`src/rtl/neuron_integrator.sv`:
```
// rtl/neuron_integrator.sv - saturating spike accumulator with leak, emit and feedback handshake
module neuron_integrator (
   input  logic        clk,
   input  logic        rst_n,
   input  logic        spike_valid,
   input  logic [1:0]  spike_axon_type,
   output logic        spike_ready,
   input  logic [31:0] weights,
   input  logic [7:0]  leak,
   input  logic        tick,
   output logic [7:0]  membrane_potential,
   output logic        mp_valid,
   output logic [7:0]  spike_count,
   input  logic        fb_valid,
   input  logic [7:0]  fb_potential,
   output logic        busy,
   output logic        tick_overrun
);

   typedef enum logic [1:0] {S_ACCUM, S_LEAK, S_EMIT, S_WAIT_FB} state_t;

   state_t      state_q, state_d;
   logic [7:0]  acc_q, acc_d;
   logic [7:0]  cnt_q, cnt_d;
   logic        ovr_q, ovr_d;
   logic [7:0]  w_sel;

   // Unsigned accumulator plus signed operand in 10 bits, clamped to [0,255].
   function automatic logic [7:0] sat_add(input logic [7:0] a, input logic [7:0] b);
      logic [9:0] sum;
      sum = {2'b00, a} + {{2{b[7]}}, b};
      if (sum[9])
         return 8'd0;
      else if (sum[8])
         return 8'hFF;
      else
         return sum[7:0];
   endfunction

   always_comb begin
      w_sel = weights[7:0];
      case (spike_axon_type)
         2'd0: w_sel = weights[7:0];
         2'd1: w_sel = weights[15:8];
         2'd2: w_sel = weights[23:16];
         2'd3: w_sel = weights[31:24];
         default: w_sel = weights[7:0];
      endcase
   end

   always_ff @(posedge clk or negedge rst_n) begin
      if (!rst_n) begin
         state_q <= S_ACCUM;
         acc_q   <= 8'd0;
         cnt_q   <= 8'd0;
         ovr_q   <= 1'b0;
      end else begin
         state_q <= state_d;
         acc_q   <= acc_d;
         cnt_q   <= cnt_d;
         ovr_q   <= ovr_d;
      end
   end

   always_comb begin
      state_d = state_q;
      case (state_q)
         S_ACCUM:   if (tick) state_d = S_LEAK;
         S_LEAK:    state_d = S_EMIT;
         S_EMIT:    state_d = S_WAIT_FB;
         S_WAIT_FB: if (fb_valid) state_d = S_ACCUM;
         default:   state_d = S_ACCUM;
      endcase
   end

   always_comb begin
      acc_d = acc_q;
      cnt_d = cnt_q;
      ovr_d = ovr_q | (tick && (state_q != S_ACCUM));
      case (state_q)
         S_ACCUM: begin
            if (spike_valid) begin
               acc_d = sat_add(acc_q, w_sel);
               cnt_d = (cnt_q == 8'hFF) ? cnt_q : cnt_q + 8'd1;
            end
         end
         S_LEAK: acc_d = sat_add(acc_q, leak);
         S_WAIT_FB: begin
            if (fb_valid) begin
               acc_d = fb_potential;
               cnt_d = 8'd0;
            end
         end
         default: ;
      endcase
   end

   // All outputs are pure decodes of registers: no input-to-output paths.
   always_comb begin
      spike_ready        = (state_q == S_ACCUM);
      busy               = (state_q != S_ACCUM);
      mp_valid           = (state_q == S_EMIT);
      membrane_potential = acc_q;
      spike_count        = cnt_q;
      tick_overrun       = ovr_q;
   end

endmodule

```
`config.mk`:
```
export PLATFORM = sky130hd
export DESIGN_NAME = neuron_integrator
export DESIGN_NICKNAME = d
export VERILOG_FILES = /design/src/rtl/neuron_integrator.sv
export SDC_FILE = /design/constraint.sdc
export NUM_CORES = 1
export LEC_CHECK = 0
export BUFFER_PORTS_ARGS = -buffer_cell sky130_fd_sc_hd__buf_2
export CORE_MARGIN = 8
export CORE_UTILIZATION = 40
export DETAILED_ROUTE_END_ITERATION = 8
export PLACE_DENSITY = 0.66
export SLEW_MARGIN = 20
export SYNTH_ARGS = -nofsm -noshare
export SYNTH_HDL_FRONTEND = slang
export SYNTH_SLANG_ARGS = --single-unit
```
`constraint.sdc`:
```
create_clock -name clk -period 6.3 [get_ports clk]
set_clock_uncertainty 0.1 [all_clocks]
set_input_delay 0.315 -clock clk [delete_from_list [all_inputs] [get_ports clk]]
set_output_delay 0.315 -clock clk [all_outputs]
set_load 0.02 [all_outputs]
```
==> summary.txt, run 1 <==
Worst setup path
  – WP data required: 6.38 ns
  – Crit Path Class: flip-flop to flip-flop
  – Worst setup EP type: flip-flop
  – Crit Path Max Fanout: 8
  – CP Launch Type: flip-flop
  – Crit path DAT: 3.23 ns

Logic synthesis
  – Ys async rst share: 100.0%
  – Main combinational cell family by area after synthesis: compound AO/OA/AOI/OAI gates
  – Area fraction of the dominant cell type after synthesis: 22.37%
  – Main synth FF type: dfrtp_1
  – Synth area leader: dfrtp_1
  – Netlist cell types: 45
  – Synth Area in Simple Gates: 13.48%
  – Multiplexer share of the synthesized area: 10.01%
  – Seq cells post-synth: 19
  – Post-synth top cells: ha_1 (23), nand2_1 (23), o21ai_0 (23)
  – Post-Synthesis Cells: 226
  – Syn Nets: 306
  – Synthesized area per cell: 9.406 µm²
  – EDFF count, synth: 0
  – Post-Synth XOR/XNOR Area: 6.121%
  – Synth top area cells: dfrtp_1 (22%), ha_1 (14%), mux4_2 (8.5%), o21ai_0 (5.4%), a41oi_2 (4.6%)
  – YS warnings: 0
  – Post-synthesis compound-gate area fraction: 27.90%
  – Mapped Area: 2126 µm²
  – Adder-cell area share of the yosys netlist: 15.42%
  – Post-synthesis sequential area ratio: 22.37%

Routing
  – DR top layer: met4
  – DR vias: 1920
  – DR pass1 iterations: 4
  – Post-Route WL: 5.503 mm
  – Antenna Nets Post-Route: 0
  – WL met1: 2.419 mm
  – Drt drc: 0
  – Initial detailed-routing violation count: 84
  – WL met3: 151 µm
  – Vias per inst: 5.217
  – Met2 routed WL: 2.850 mm
  – DR WL/cell: 14.95 µm

STA
  – Min cycle time layout: 3.148 ns
  – Final Cycle Share: 49.97%
  – Worst slew margin: 31.23%
  – # setup viols final: 0
  – Fin. max-slew vios: 0
  – Final Hold Viols: 0
  – Fmax: 317.7 MHz
  – RSZ-0062 raised after global routing: no
  – Worst Tran Pin Value: 1.028 ns
  – Setup TNS Final: 0 ns

Cells and area
  – Nets: 379
  – Fraction of layout cells with a size suffix above 1: 34.90%
  – Seq. cell area: 475.5 µm²
  – Core Util, Final: 50.51%
  – Synth-to-Final Area Change: 21.37%
  – Final instance area: 2580 µm²
  – Multi-input logic area: 1550 µm²
  – # diodes: 0
  – Filler Cell Count: 499

Clock network
  – CTS resizes: 0
  – CTS sink count: 19
  – Reg clk slew, reported paths: 0.07 ns
  – TritonCTS clock tree: done
  – CTS Buf Count: 3
  – H-tree depth: 1
  – Clk Latency, worst-skew pair: 0.26 ns
  – Clk buf depth: 2
  – Clk root buf: clkbuf_8

Floorplanning
  – Starting Density: 41.62%
  – CORE AREA: 5107 µm²
  – Row count: 26
  – Die area: 7903 µm²
  – Die H: 88.90 µm
  – Die Span X: 88.90 µm
  – I/O Pins: 75

Global routing
  – Vias in the first global route: 2009
  – Tot GR Track Use: 14.10%
  – First-pass GRT wire length: 8.921 mm
  – Initial antenna violation count: 0
  – Largest net degree at the start of global routing: 21
  – Grt ovf: 0

Pwr
  – Leak: 0.001180 µW
  – Total power: 1301 µW
  – Maximum VDD drop: 239.3 µV
  – Power per cell area: 504.1 nW/µm²

Placed design
  – Post-DP Area: 2525 µm²
  – Port-buffer cells: 74
  – Hpwl dp: 4.579 mm
  – Gpl congestion: 0.8457

Hold path
  – Hold Crit Class: input pin to flip-flop

Flow run
  – MaxCap Viol Count: 0

Status
  – Status: complete, no violations
cell families after synthesis:
family | after synthesis
DFF | 19
and+or+nand+nor | 63
AOI/OAI and AO/OA | 77
adders and majority gates | 25
xor gates and xnor gates | 14
buffers and inverters | 18
muxes | 10
final timing paths:
path	start	cells after the start	slack, ns	endpoint
max	membrane_potential[0]	9	3.15	membrane_potential[6]
min in group asynchronous	rst_n	2	0.43	spike_count[4]
max in group asynchronous	rst_n	2	5.36	membrane_potential[7]
min	tick	2	0.18	tick_overrun
max reg2reg	membrane_potential[0]	9	3.15	membrane_potential[6]
min reg2reg	tick_overrun	1	0.37	tick_overrun
worst max-delay path, stage by stage, from the launching register on:
cell and delay, ns:
dfrtp_1 0.43, ha_1 0.24, fa_1 0.41, a21o_1 0.17, a21oi_1 0.46, o22a_1 0.20, o21bai_1 0.07, xor2_1 0.49
o21ai_0 0.27, a41oi_2 0.22
cell type report:
| cell class | instances | share of cell area [%] |
|---|---|---|
| Tap cell | 70 | 3.395 |
| Multi-Input combinational cell | 189 | 60.09 |
| Clock buffer | 4 | 1.746 |
| Inverter | 11 | 1.600 |
| Sequential cell | 19 | 18.43 |
| Timing Repair Buffer | 75 | 14.74 |
routing by layer:
metal | global-route usage (%) | up-vias
li1 | - | 982
met1 | 17.33 | 899
met2 | 25.00 | 32
met3 | 1.011 | 7
met4 | 5.069 | 0
met5 | 0 | -
registers in the layout, indices dropped and copies added, names as in the netlist:
signal,flops
spike_count,8
state_q,2
membrane_potential,8
tick_overrun,1
placed cells by master (no fill, tap or decap), types with 2 or more instances in the layout:
| master | n |
|---|---|
| buf_2 | 74 |
| nand2_1 | 23 |
| o21ai_0 | 23 |
| ha_1 | 23 |
| dfrtp_1 | 19 |
| nor2_1 | 18 |
| a21oi_1 | 14 |
| inv_1 | 11 |
| a21o_1 | 10 |
| mux4_2 | 8 |
| xnor2_1 | 8 |
| a41oi_2 | 6 |
| nor3_1 | 6 |
| o21bai_1 | 5 |
| xor2_1 | 5 |
| nand2b_1 | 5 |
| nand3_1 | 4 |
| clkbuf_8 | 3 |
| o22a_1 | 2 |
| a211oi_1 | 2 |
| o41ai_1 | 2 |
| a211o_1 | 2 |
| or2_2 | 2 |
| fa_1 | 2 |
report_power, final:
| part | internal [µW] | switching, µW |
|---|---|---|
| clock network | 45.0 | 41.7 |
| logic | 414 | 553 |
| registers | 178 | 68.7 |
| total | 637 | 663 |
repair_timing:
action                                 in CTS  in global routing
endpoints found under the hold margin      19                  0
hold buffers                                1                  0
buffers inserted                            0                  0
per-stage QoR:
stage	hold slack, ns	instances	setup slack, ns
2_1_floorplan	-0.08059	226	3.452
3_3_place_gp	0.1852	363	3.161
3_5_place_dp	0.1893	363	3.118
4_1_cts	0.1701	368	3.189
5_1_grt	0.1697	368	2.980
6_report	0.1759	368	3.152
Note: power is estimated with default switching activity, not from simulation.
==> inputs of run 2 (changes only) <==
--- a/config.mk
+++ b/config.mk
@@ -9,7 +9,7 @@
 export CORE_MARGIN = 8
 export CORE_UTILIZATION = 40
 export DETAILED_ROUTE_END_ITERATION = 8
-export PLACE_DENSITY = 0.66
+export PLACE_DENSITY = 0.69
 export SLEW_MARGIN = 20
 export SYNTH_ARGS = -nofsm -noshare
 export SYNTH_HDL_FRONTEND = slang
==> constraint.sdc (replaced) <==
create_clock -name clk -period 2.7 [get_ports clk]
set_clock_uncertainty 0.1 [all_clocks]
set_input_delay 0.135 -clock clk [delete_from_list [all_inputs] [get_ports clk]]
set_output_delay 0.135 -clock clk [all_outputs]
set_load 0.02 [all_outputs]
==> run 2 against run 1 <==
Compared with the run above: sequential power up 130%; critical path depth unchanged; critical endpoint is now membrane_potential[0]; largest power group unchanged; clock power up 140%.
==> summary.txt, run 2 (synthesis results as in run 1) <==
Routing
  – DR pass1 iterations: 4
  – Antenna Nets Post-Route: 0
  – Post-Route WL: 5.687 mm
  – DR WL/cell: 14.73 µm
  – Drt drc: 0
  – Initial detailed-routing violation count: 129
  – DR vias: 2007
  – Vias per inst: 5.199

STA
  – Worst slew margin: 54.89%
  – Final Cycle Share: 96.05%
  – Fmax: 385.6 MHz
  – Min cycle time layout: 2.593 ns
  – Worst Tran Pin Value: 0.6760 ns
  – Hold Slack: 0.06805 ns
  – # setup viols final: 0
  – RSZ-0062 raised after global routing: no
  – Fin. max-slew vios: 0
  – Final Hold Viols: 0

Clock network
  – Clk Latency, worst-skew pair: 0.26 ns
  – CTS Buf Count: 3
  – CTS sink count: 19
  – TritonCTS clock tree: done
  – Clk buf depth: 2
  – Clk root buf: clkbuf_8
  – H-tree depth: 1
  – Reg clk slew, reported paths: 0.08 ns

Cells and area
  – Most common cell after layout, fill and taps aside: buf_2
  – Synth-to-Final Area Change: 29.90%
  – Nets: 397
  – Fraction of layout cells with a size suffix above 1: 40.19%
  – Most frequent cells in the layout: buf_2 (74), nand2_1 (23), ha_1 (22)
  – # diodes: 0

Worst setup path
  – CP Launch Type: flip-flop
  – Crit Path Max Fanout: 8
  – R2R setup slack: 0.11 ns
  – Crit path DAT: 2.60 ns
  – WP data required: 2.71 ns
  – R2R cell count: 9
  – Worst r2r dst: membrane_potential[0]
  – Worst setup EP type: flip-flop
  – Crit Path Class: flip-flop to flip-flop
  – R2R Path Start: membrane_potential[0]

Global routing
  – Tot GR Track Use: 14.26%
  – Initial antenna violation count: 0
  – GR Layer Usage met3: 2.482%
  – Grt met2 use: 24.53%
  – Largest net degree at the start of global routing: 20
  – Global Route met1 Usage: 18.30%
  – Grt ovf: 0
  – GR peak layer: met2
  – Vias in the first global route: 2037
  – First-pass GRT wire length: 9.108 mm

Pwr
  – Maximum VDD drop: 477.8 µV
  – Total power: 3288 µW
  – Power per cell area: 1191 nW/µm²
  – Leak: 0.001278 µW

Floorplanning
  – Starting Density: 41.62%
  – Die Span X: 88.90 µm
  – I/O Pins: 75
  – Die area: 7903 µm²
  – Row count: 26
  – Die H: 88.90 µm
  – CORE AREA: 5107 µm²

Placed design
  – Hpwl dp: 4.657 mm
  – Port-buffer cells: 74
  – Gpl congestion: 0.8132

Hold path
  – Hold path start: fb_potential[0]
  – Hold Crit Class: input pin to flip-flop
  – Hold path depth: 3
  – WHS Endpoint: membrane_potential[0]

Status
  – Status: complete, no violations

Flow run
  – MaxCap Viol Count: 0
## run 2: worst max path at each step
stage / depth (start not counted) / slack [ns] / startpoint / endpoint
4_1_cts: 12 / 0.02 / membrane_potential[0] / membrane_potential[6]
2_1_floorplan: 10 / 0.03 / spike_axon_type[1] / membrane_potential[2]
5_1_grt: 9 / 0.006 / membrane_potential[0] / membrane_potential[6]
6_report: 9 / 0.11 / membrane_potential[0] / membrane_potential[0]
3_3_place_gp: 10 / -0.16 / spike_axon_type[1] / membrane_potential[6]
3_5_place_dp: 10 / -0.20 / spike_axon_type[1] / membrane_potential[6]
## run 2: per-stage QoR
step | setup slack, ns | TNS (ns) | cell area, µm² | utilization [%] | cells
2_1_floorplan | 0.03162 | 0 | 2126 | - | 226
3_3_place_gp | -0.1573 | -1.125 | 2638 | 51.64 | 378
3_5_place_dp | -0.2035 | -1.455 | 2638 | 51.64 | 378
4_1_cts | 0.02031 | 0 | 2710 | 53.06 | 384
5_1_grt | 0.005646 | 0 | 2761 | 54.07 | 386
6_report | 0.1065 | 0 | 2761 | 54.07 | 386
## run 2: layout make-up
type                       instances  area, µm²
tap                               70      87.58
clock buffer                       4      45.04
timing repair buffer              93      525.5
multi-input combinational        189       1587
fill                             489       2346
sequential                        19      475.5
inverter                          11      41.29
## run 2: where the power goes
part | total, µW | switching [µW] | leakage [µW] | internal, µW
combinational | 2510 | 1360 | 0.00104 | 1150
sequential | 567 | 152 | 0.000211 | 415
clock | 207 | 102 | 0.0000228 | 105
total | 3290 | 1620 | 0.00128 | 1670
## run 2: worst max-delay path: stages (launching register included)
cell      delay (ns)
dfrtp_1         0.39
ha_1            0.22
fa_1            0.41
a21o_1          0.18
a21oi_1         0.25
o22a_1          0.17
o21bai_1        0.09
xor2_2          0.20
o21ai_0         0.28
a41oi_2         0.14
## run 2: timing repair
action,CTS,global route
buffers inserted,0,2
gates resized for setup,1,9
endpoints found under the hold margin,20,0
hold buffers,2,0
pin swaps,0,4
endpoints found under the setup margin,2,8
## run 2: per-layer routing
metal / part of all wire (%) / wire, µm
met1: 44 / 2492
met2: 51 / 2902
met3: 4.6 / 259
met4: 0.55 / 31
met5: 0 / 0
